$ cat src/rtl/stopwatch_disp_pkg.sv
// Shared definitions for the stopwatch display path: time-word field positions,
// FSM states, the 7-segment decode and the decimal-point digit positions.
package stopwatch_disp_pkg;

  localparam int TIME_W  = 27;
  localparam int H_MSB   = 26;
  localparam int H_LSB   = 22;
  localparam int M_MSB   = 21;
  localparam int M_LSB   = 16;
  localparam int S_MSB   = 15;
  localparam int S_LSB   = 10;
  localparam int MS_MSB  = 9;
  localparam int MS_LSB  = 0;

  localparam int FIELD_W = 10;
  localparam int BCD_W   = 12;

  localparam logic [9:0] MS_MAX = 10'd999;

  localparam logic [2:0] DP_IDX_HM = 3'd6;
  localparam logic [2:0] DP_IDX_MS = 3'd4;
  localparam logic [2:0] DP_IDX_SC = 3'd2;

  typedef enum logic [2:0] {
    ST_IDLE,
    ST_CONV_MS,
    ST_CONV_S,
    ST_CONV_M,
    ST_CONV_H,
    ST_COMMIT
  } state_t;

  // Active-low gfedcba; anything that is not a decimal digit is dark.
  function automatic logic [6:0] seg_lut(input logic [3:0] digit);
    case (digit)
      4'd0:    return 7'b1000000;
      4'd1:    return 7'b1111001;
      4'd2:    return 7'b0100100;
      4'd3:    return 7'b0110000;
      4'd4:    return 7'b0011001;
      4'd5:    return 7'b0010010;
      4'd6:    return 7'b0000010;
      4'd7:    return 7'b1111000;
      4'd8:    return 7'b0000000;
      4'd9:    return 7'b0010000;
      default: return 7'b1111111;
    endcase
  endfunction

  function automatic logic [9:0] sat_ms(input logic [9:0] ms);
    return (ms > MS_MAX) ? MS_MAX : ms;
  endfunction

  function automatic logic is_dp_digit(input logic [2:0] idx);
    return (idx == DP_IDX_HM) || (idx == DP_IDX_MS) || (idx == DP_IDX_SC);
  endfunction

endpackage

$ cat src/rtl/bin2bcd_seq.sv
// Sequential 10-bit binary to 3-digit BCD converter (shift-add-3).
// Loads on the start edge, shifts on the next 10 edges, then pulses done for one cycle.
module bin2bcd_seq
  import stopwatch_disp_pkg::*;
(
  input  logic               clk,
  input  logic               reset,
  input  logic               i_start,
  input  logic [FIELD_W-1:0] i_bin,
  output logic               o_busy,
  output logic               o_done,
  output logic [BCD_W-1:0]   o_bcd
);

  localparam int SR_W = BCD_W + FIELD_W;

  logic [SR_W-1:0] r_sr;
  logic [3:0]      r_cnt;
  logic            r_busy;
  logic            r_done;
  logic [SR_W-1:0] w_adj;

  // NOTE: w_adj takes its default before the per-digit overrides, so no latch can form.
  always_comb begin
    w_adj = r_sr;
    for (int i = 0; i < BCD_W / 4; i++) begin
      if (r_sr[FIELD_W + 4*i +: 4] >= 4'd5)
        w_adj[FIELD_W + 4*i +: 4] = r_sr[FIELD_W + 4*i +: 4] + 4'd3;
    end
  end

  // NOTE: state registers use non-blocking assignments so every flop samples pre-edge values.
  always_ff @(posedge clk or posedge reset) begin
    if (reset) begin
      r_sr   <= '0;
      r_cnt  <= '0;
      r_busy <= 1'b0;
      r_done <= 1'b0;
    end else if (i_start) begin
      r_sr   <= {{BCD_W{1'b0}}, i_bin};
      r_cnt  <= 4'(FIELD_W);
      r_busy <= 1'b1;
      r_done <= 1'b0;
    end else if (r_busy) begin
      r_sr  <= {w_adj[SR_W-2:0], 1'b0};
      r_cnt <= r_cnt - 4'd1;
      if (r_cnt == 4'd1) begin
        r_busy <= 1'b0;
        r_done <= 1'b1;
      end
    end else begin
      r_done <= 1'b0;
    end
  end

  assign o_busy = r_busy;
  assign o_done = r_done;
  assign o_bcd  = r_sr[SR_W-1:FIELD_W];

endmodule

$ cat src/rtl/stopwatch_display.sv
// Snapshots the stopwatch time word, converts ms/s/m/h to BCD through one shared
// converter, and scans HH.MM.SS.cc onto an 8-digit common-anode display.
module stopwatch_display
  import stopwatch_disp_pkg::*;
#(
  parameter int CLK_HZ     = 100_000_000,
  parameter int REFRESH_HZ = 100,
  parameter int SCAN_HZ    = 8000
) (
  input  logic              clk,
  input  logic              reset,
  input  logic [TIME_W-1:0] disp_time,
  input  logic              blank,
  output logic [6:0]        seg,
  output logic              dp,
  output logic [7:0]        an,
  output logic              bcd_valid
);

  localparam int UPD_DIV  = CLK_HZ / REFRESH_HZ;
  localparam int UPD_W    = $clog2(UPD_DIV);
  localparam int SCAN_DIV = CLK_HZ / SCAN_HZ;
  localparam int SCAN_W   = $clog2(SCAN_DIV);

  logic [UPD_W-1:0]   r_upd_cnt;
  logic [SCAN_W-1:0]  r_scan_cnt;
  logic               w_upd_tick;
  logic               w_scan_tick;

  state_t             r_state;
  state_t             w_state_nx;
  logic               w_start;
  logic [FIELD_W-1:0] w_conv_in;
  logic               w_busy;
  logic               w_done;
  logic [BCD_W-1:0]   w_bcd;

  logic [4:0]         r_snap_h;
  logic [5:0]         r_snap_m;
  logic [5:0]         r_snap_s;
  logic [7:0]         r_ms_bcd;
  logic [7:0]         r_s_bcd;
  logic [7:0]         r_m_bcd;
  logic [7:0][3:0]    r_digits;
  logic               r_bcd_valid;

  logic [2:0]         r_idx;
  logic [3:0]         w_cur_digit;
  logic [6:0]         r_seg;
  logic               r_dp;
  logic [7:0]         r_an;

  assign w_upd_tick  = (r_upd_cnt == UPD_W'(UPD_DIV - 1));
  assign w_scan_tick = (r_scan_cnt == SCAN_W'(SCAN_DIV - 1));

  always_ff @(posedge clk or posedge reset) begin
    if (reset) begin
      r_upd_cnt  <= '0;
      r_scan_cnt <= '0;
      r_idx      <= '0;
    end else begin
      r_upd_cnt  <= w_upd_tick  ? '0 : r_upd_cnt + 1'b1;
      r_scan_cnt <= w_scan_tick ? '0 : r_scan_cnt + 1'b1;
      if (w_scan_tick)
        r_idx <= r_idx + 3'd1;
    end
  end

  bin2bcd_seq u_bin2bcd (
    .clk     (clk),
    .reset   (reset),
    .i_start (w_start),
    .i_bin   (w_conv_in),
    .o_busy  (w_busy),
    .o_done  (w_done),
    .o_bcd   (w_bcd)
  );

  always_ff @(posedge clk or posedge reset) begin
    if (reset) r_state <= ST_IDLE;
    else       r_state <= w_state_nx;
  end

  // The converter is restarted on the same edge that enters the next CONV state,
  // which keeps every field at exactly 11 cycles. The ms field is taken straight
  // from disp_time on the snapshot edge since it is the value being snapshotted.
  always_comb begin
    w_state_nx = r_state;
    w_start    = 1'b0;
    w_conv_in  = '0;
    case (r_state)
      ST_IDLE: if (w_upd_tick && !w_busy) begin
        w_start    = 1'b1;
        w_conv_in  = sat_ms(disp_time[MS_MSB:MS_LSB]);
        w_state_nx = ST_CONV_MS;
      end
      ST_CONV_MS: if (w_done) begin
        w_start    = 1'b1;
        w_conv_in  = {4'd0, r_snap_s};
        w_state_nx = ST_CONV_S;
      end
      ST_CONV_S: if (w_done) begin
        w_start    = 1'b1;
        w_conv_in  = {4'd0, r_snap_m};
        w_state_nx = ST_CONV_M;
      end
      ST_CONV_M: if (w_done) begin
        w_start    = 1'b1;
        w_conv_in  = {5'd0, r_snap_h};
        w_state_nx = ST_CONV_H;
      end
      ST_CONV_H: if (w_done) w_state_nx = ST_COMMIT;
      ST_COMMIT: w_state_nx = ST_IDLE;
      default:   w_state_nx = ST_IDLE;
    endcase
  end

  // NOTE: the digit register is reset because its contents are visible on the pins.
  always_ff @(posedge clk or posedge reset) begin
    if (reset) begin
      r_snap_h    <= '0;
      r_snap_m    <= '0;
      r_snap_s    <= '0;
      r_ms_bcd    <= '0;
      r_s_bcd     <= '0;
      r_m_bcd     <= '0;
      r_digits    <= '0;
      r_bcd_valid <= 1'b0;
    end else begin
      if (r_state == ST_IDLE && w_upd_tick) begin
        r_snap_h <= disp_time[H_MSB:H_LSB];
        r_snap_m <= disp_time[M_MSB:M_LSB];
        r_snap_s <= disp_time[S_MSB:S_LSB];
      end
      if (w_done) begin
        case (r_state)
          ST_CONV_MS: r_ms_bcd <= w_bcd[11:4];
          ST_CONV_S:  r_s_bcd  <= w_bcd[7:0];
          ST_CONV_M:  r_m_bcd  <= w_bcd[7:0];
          default:    ;
        endcase
      end
      // The converter is idle in COMMIT and still holds the hours result.
      if (r_state == ST_COMMIT) begin
        r_digits    <= {w_bcd[7:0], r_m_bcd, r_s_bcd, r_ms_bcd};
        r_bcd_valid <= 1'b1;
      end
    end
  end

  assign w_cur_digit = r_digits[r_idx];

  always_ff @(posedge clk or posedge reset) begin
    if (reset) begin
      r_an  <= 8'hFF;
      r_seg <= 7'h7F;
      r_dp  <= 1'b1;
    end else if (blank || !r_bcd_valid) begin
      r_an  <= 8'hFF;
      r_seg <= 7'h7F;
      r_dp  <= 1'b1;
    end else begin
      r_an  <= ~(8'd1 << r_idx);
      r_seg <= seg_lut(w_cur_digit);
      r_dp  <= ~is_dp_digit(r_idx);
    end
  end

  assign seg       = r_seg;
  assign dp        = r_dp;
  assign an        = r_an;
  assign bcd_valid = r_bcd_valid;

endmodule

$ cat config.mk
export PLATFORM = sky130hd
export DESIGN_NAME = stopwatch_display
export DESIGN_NICKNAME = d
export VERILOG_FILES = /design/src/rtl/stopwatch_disp_pkg.sv /design/src/rtl/bin2bcd_seq.sv /design/src/rtl/stopwatch_display.sv
export SDC_FILE = /design/constraint.sdc
export NUM_CORES = 1
export LEC_CHECK = 0
export ABC_AREA = 1
export BUFFER_PORTS_ARGS = -buffer_cell sky130_fd_sc_hd__buf_4
export CAP_MARGIN = 25
export CORE_ASPECT_RATIO = 1.25
export CORE_MARGIN = 2
export CORE_UTILIZATION = 60
export CTS_BUF_LIST = sky130_fd_sc_hd__clkbuf_8
export CTS_CLUSTER_SIZE = 16
export DETAILED_ROUTE_END_ITERATION = 8
export PLACE_DENSITY = 0.76
export SLEW_MARGIN = 5
export SYNTH_ARGS = -nofsm -noshare
export SYNTH_HDL_FRONTEND = slang
export SYNTH_SLANG_ARGS = --single-unit
$ cat constraint.sdc
create_clock -name clk -period 11.35 [get_ports clk]
set_clock_uncertainty 0.1 [all_clocks]
set_input_delay 3.405 -clock clk [delete_from_list [all_inputs] [get_ports clk]]
set_output_delay 3.405 -clock clk [all_outputs]
set_load 0.1 [all_outputs]
==> metrics.cfg, run 1 <==
[synthesis]
synth_common_cells=199 x nand2_1, 142 x dfrtp_1, 82 x inv_1, 72 x nor2_1, 71 x nand3_1
seq_area_frac_synth_pct=51.2
syn_area_um2=7760
post-synth-top-count-cell=nand2_1
synth_cell_types=43
yosysWarnings=0
yosysTopAreaCell=dfrtp_1
synth_edf_count=0
synth_area_leaders=dfrtp_1 46%, nand2_1 9.6%, dfstp_2 5.4%, nand3_1 4.6%, inv_1 4.0%
syn-instance-count=882
ys_async_sr_fraction_pct=100
synth_seq_cells=158
synth_ff_type=dfrtp_1
avgSynthCellArea_um2=8.80
netlist.area_leader.share_pct=45.8
synth_nets=933

[setup_path]
crit_chain=buf_4
crit_fanout=1
cp-end-kind=output port
crit_arrival_ps=1260
slowest_delay_ps=530
crit_type=flop to output port
critical_path_required_ps=7850
start_kind=flop
path_buf_inv=1
critical_path.top_delay_family=flip-flops
cp_slowest_cell=dfstp_2

[power_and_ir_drop]
p_leak_nw=4.16
ir_worst_vdd_mv=0.0896
switching_power_mw=0.217
powerDensity_nw_per_um2=122
p_comb_share_pct=1.9
sw_frac_of_total_pct=20.6
power.share.clock_pct=44.5
power.total_mw=1.05
p_int_mw=0.834
seqPwrFrac_pct=53.6

[floorplan]
die_w_um=106
fp-row-count=46
start_util_pct=61.3
die_area_um2=13900
core-area_um2=12700
die_h_um=131
ios=47

[final_layout]
stdcell_area_um2=8590
fin_nets=972
syn_to_final_growth_pct=10.8
drive_gt1_share_pct=16.7
num-fill-cells=1033
antenna_cells=0

[placed_design]
placedInstanceArea_um2=8150
portBuffers=46
gp_congestion=0.937
dpl.hpwl_mm=10.8

[cts]
cts_tree=yes
clk_pin_slew_ps=80
postCtsSetupBuffers=0
hold_buffers=0
cts_made_buffers=17
cts_sinks=158
root_buffer=clkbuf_8
clock_latency_ps=450
htreeDepth=4
clockBufferDepth=2
cts-resized-gates=0

[sta]
min_period_over_period_pct=42.0
worstMarginPinSlew_ps=923
drv_slew=0
fmaxAchievable_mhz=210
setup_violations=0
finalCriticalPeriod_ps=4760
grt_setup_unrepaired=no
timing.slew.headroom_pct=38.5
finalHoldViolCount=0
setup_tns_ps=0

[global_routing]
grt_antenna_before_repair=0
grt_max_degree=87
grt_use_total_pct=24.5
grt_pass1_wl_mm=27.6
grt.overflow.total=0
grt_pass1_vias=6078

[drt]
dr.first_iter.drc_count=327
wirelength_mm=16.2
dr_total_vias=6128
drc_errors=0
dr.pass1.iters=5
vias_per_cell=5.56
wl_per_cell_um=14.7
drtAntennaViolNets=0

[outcome]
status=finished, final reports clean

[job]
drv_cap=0

[min_path]
hold_path.class=flop to flop

[metrics by stage]
| step | utilization [%] | cells | setup slack (ps) | hold slack (ps) |
|---|---|---|---|---|
| global route | 67.9 | 1102 | 6480 | 396 |
| global placement | 64.4 | 1070 | 6230 | 347 |
| detailed placement | 64.4 | 1070 | 6180 | 358 |
| finish | 67.9 | 1102 | 6590 | 367 |
| floorplan | - | 882 | 3610 | 333 |
| CTS | 67.9 | 1102 | 6570 | 370 |
[metal layers]
| layer | GRT usage (%) | up-vias | wire length (um) |
|---|---|---|---|
| met4 | 11.4 | 0 | 430 |
| met2 | 42.1 | 188 | 8220 |
| li1 | - | 2959 | - |
| met5 | 0 | - | 0 |
| met3 | 4.96 | 45 | 702 |
| met1 | 29.5 | 2936 | 6800 |
[worst paths after layout]
path                            cells past startpoint            to  slack (ps)          from
worst max-delay path                                1        seg[1]        6590        seg[1]
worst min-delay path                                1  r_upd_cnt[0]         370  r_upd_cnt[0]
worst max register to register                      9        seg[5]        8670      r_idx[0]
worst min register to register                      1  r_upd_cnt[0]         370  r_upd_cnt[0]
max in group asynchronous                           3  r_digits[19]        6750         reset
min in group asynchronous                           2  r_upd_cnt[1]        2980         reset
[power groups by stage]
stage / clock network (mW) / logic, mW / registers [mW]
finish: 0.468 / 0.0204 / 0.563
global route: 0.500 / 0.0235 / 0.563
CTS: 0.473 / 0.0213 / 0.563
detailed placement: 0 / 0.0213 / 0.574
global placement: 0 / 0.0207 / 0.574
floorplan: 0 / 0.00932 / 0.574
[cells by family after synthesis]
kind of cell               count (synthesis)  share of synthesized area [%]
AOI/OAI and AO/OA                        120                           8.34
xor gates and xnor gates                  20                           2.26
adders and majority gates                 21                           3.39
buffers and inverters                    120                           6.85
DFF                                      158                           51.2
muxes                                     15                           2.18
and+or+nand+nor                          428                           25.8
[cells in the final DEF (no fill, tap or decap), drive strengths merged]
master,n
o211ai,5
clkbuf,18
a21boi,2
a21oi,36
ha,21
or2,3
nand4,39
inv,93
dfrtp,142
nor2,87
nor3,9
dfstp,16
a31oi,1
bufinv,5
nor3b,1
xnor2,2
buf,48
nand3b,3
clkinv,8
nand2,209
o21ai,70
xor2,18
and3,3
a22oi,3
mux2,15
o21a,3
nor4,2
nand3,72
[sequential cells by signal, indices dropped and copies added, names as in the netlist]
name,cells
dp,1
seg,7
r_snap_m,6
u_bin2bcd.o_done,1
r_s_bcd,8
r_scan_cnt,14
an,8
bcd_valid,1
r_snap_s,6
u_bin2bcd.o_busy,1
r_idx,3
r_upd_cnt,20
r_m_bcd,8
u_bin2bcd.r_cnt,4
r_ms_bcd,8
r_snap_h,5
r_digits,32
u_bin2bcd.r_sr,22
r_state,3
[cell type report]
cell class	count	area (um2)	area share, %
clock buffers	18	248	2.88
clock inverters	14	198	2.30
inverters	92	350	4.08
multi-input cells	604	3250	37.9
flip-flops and latches	158	3970	46.2
well taps	168	210	2.45
repair buffers	48	360	4.19
Power figures use the tool's default switching activity.
==> run 2, diff against run 1 <==
--- a/config.mk
+++ b/config.mk
@@ -10,11 +10,11 @@
 export CAP_MARGIN = 25
 export CORE_ASPECT_RATIO = 1.25
 export CORE_MARGIN = 2
-export CORE_UTILIZATION = 60
+export CORE_UTILIZATION = 57
 export CTS_BUF_LIST = sky130_fd_sc_hd__clkbuf_8
 export CTS_CLUSTER_SIZE = 16
 export DETAILED_ROUTE_END_ITERATION = 8
-export PLACE_DENSITY = 0.76
+export PLACE_DENSITY = 0.75
 export SLEW_MARGIN = 5
 export SYNTH_ARGS = -nofsm -noshare
 export SYNTH_HDL_FRONTEND = slang
==> constraint.sdc (replaced) <==
create_clock -name clk -period 4.1 [get_ports clk]
set_clock_uncertainty 0.1 [all_clocks]
set_input_delay 1.23 -clock clk [delete_from_list [all_inputs] [get_ports clk]]
set_output_delay 1.23 -clock clk [all_outputs]
set_load 0.1 [all_outputs]
==> run 2 against run 1 <==
Against the previous run: total power rose to 2.9 times the previous value; critical path type unchanged; first-iteration DRC count down 13%; combinational power rose to 2.8 times the previous value.
==> metrics.cfg, run 2 (same netlist as run 1, synthesis figures left out) <==
[drt]
dr.first_iter.drc_count=284  ; -13%
dr_total_vias=5861  ; -4.4%
vias_per_cell=5.30  ; -4.6%
wl_per_cell_um=13.5  ; -8.2%
wirelength_mm=14.9  ; -7.9%
drtAntennaViolNets=0  ; unchanged
drc_errors=0  ; unchanged
dr.pass1.iters=5  ; unchanged

[final_layout]
drive_gt1_share_pct=16.7  ; unchanged
final_common_cell=nand2_1
largest_reg_flops=32  ; unchanged
syn_to_final_growth_pct=11.7
postLayoutCoreUtil_pct=65.2  ; -2.7 points
regMostFlops=r_digits
largestRegisters=r_digits (32), u_bin2bcd.r_sr (22), r_upd_cnt (20)
antenna_cells=0  ; unchanged
final_cell_mix=199 x nand2_1, 142 x dfrtp_1, 82 x inv_1
fin_nets=972  ; unchanged

[sta]
finalHoldViolCount=0  ; unchanged
timing.slew.headroom_pct=43.4  ; +4.9 points
grt_setup_unrepaired=no
finalCriticalPeriod_ps=2590
min_period_over_period_pct=63.1
fmaxAchievable_mhz=386
drv_slew=0  ; unchanged
setup_violations=0  ; unchanged
worstMarginPinSlew_ps=846  ; -77.3 ps
setup_tns_ps=0  ; unchanged

[global_routing]
grt_use_total_pct=22.1  ; -2.4 points
grt_max_degree=159  ; +83%
grt_pass1_wl_mm=25.7  ; -7.2%
grt_pass1_vias=5577  ; -8.2%
grt_antenna_before_repair=0  ; unchanged
grt.overflow.total=0  ; unchanged

[placed_design]
portBuffers=46  ; unchanged
gp_congestion=0.865  ; -7.6%
dpl.hpwl_mm=10.1  ; -6.7%

[cts]
cts_tree=yes
clock_latency_ps=450  ; about the same
root_buffer=clkbuf_8
cts-resized-gates=0  ; unchanged
clk_pin_slew_ps=90  ; about the same
cts_made_buffers=17  ; unchanged
clockBufferDepth=2  ; unchanged
postCtsSetupBuffers=0  ; unchanged
hold_buffers=0  ; unchanged
htreeDepth=4  ; unchanged
cts_sinks=158  ; unchanged

[setup_path]
reg2reg_depth=9  ; unchanged
crit_chain=buf_4
r2r_setup_slack_ps=1560  ; -7110 ps
critical_path_required_ps=2770  ; -5080 ps
crit_arrival_ps=1260  ; about the same
cp-end-kind=output port
start_kind=flop
crit_fanout=1  ; unchanged
crit_type=flop to output port
critical_path_depth=1  ; unchanged
cp_slowest_cell=dfstp_2
r2r-start=r_idx[0]
slowest_delay_ps=530  ; about the same
critical_path.top_delay_family=flip-flops
rr_endpoint=seg[5]
path_buf_inv=1  ; unchanged
critPathLaunch=an[7]

[floorplan]
start_util_pct=58.4  ; -2.9 points
die_h_um=134  ; +2.5%
ios=47  ; unchanged
fp-row-count=47  ; +2.2%
die_w_um=108  ; +2.5%
die_area_um2=14600  ; +5.1%
core-area_um2=13300  ; +5.0%

[min_path]
hold_path.class=flop to flop
min_from=r_upd_cnt[0]
min_delay_path_depth=1  ; unchanged
min_to=r_upd_cnt[0]

[power_and_ir_drop]
p_leak_nw=4.17  ; +0.25%
powerDensity_nw_per_um2=351  ; +190%
ir_worst_vdd_mv=0.255  ; +180%

[outcome]
status=finished, final reports clean

[job]
drv_cap=0  ; unchanged

[run 2: per-stage QoR]
step	total power [mW]	instance area (um2)	instances	setup slack, ps	hold slack [ps]
floorplan	1.61	7760	882	782	333
global placement	1.65	8160	1073	1610	343
detailed placement	1.65	8160	1073	1560	357
CTS	3.07	8670	1105	1480	370
global route	3.15	8670	1105	1230	396
finish	3.04	8670	1105	1510	373
[run 2: final cells by class]
class	instances	area [um2]
clock buffers	17	234
flip-flops and latches	158	3970
clock inverters	15	269
well taps	171	214
multi-input cells	604	3250
inverters	92	349
fillers	1165	4620
repair buffers	48	373
[run 2: how the worst max path moves through the flow]
stage,to
global placement,seg[4]
CTS,an[1]
finish,an[7]
global route,seg[5]
floorplan,bcd_valid
detailed placement,seg[5]
[run 2: power breakdown]
part | switching (mW) | internal, mW | leakage (nW)
registers | 0 | 1.56 | 1.98
logic | 0.0359 | 0.0210 | 1.94
clock network | 0.579 | 0.847 | 0.247
[run 2: layer usage]
metal / GRT usage [%] / share of wire [%] / up-vias
met2: 37.7 / 51 / 116
met1: 28.0 / 44 / 2753
met5: 0 / 0 / -
li1: - / - / 2964
met4: 7.26 / 2.0 / 0
met3: 4.92 / 3.3 / 28
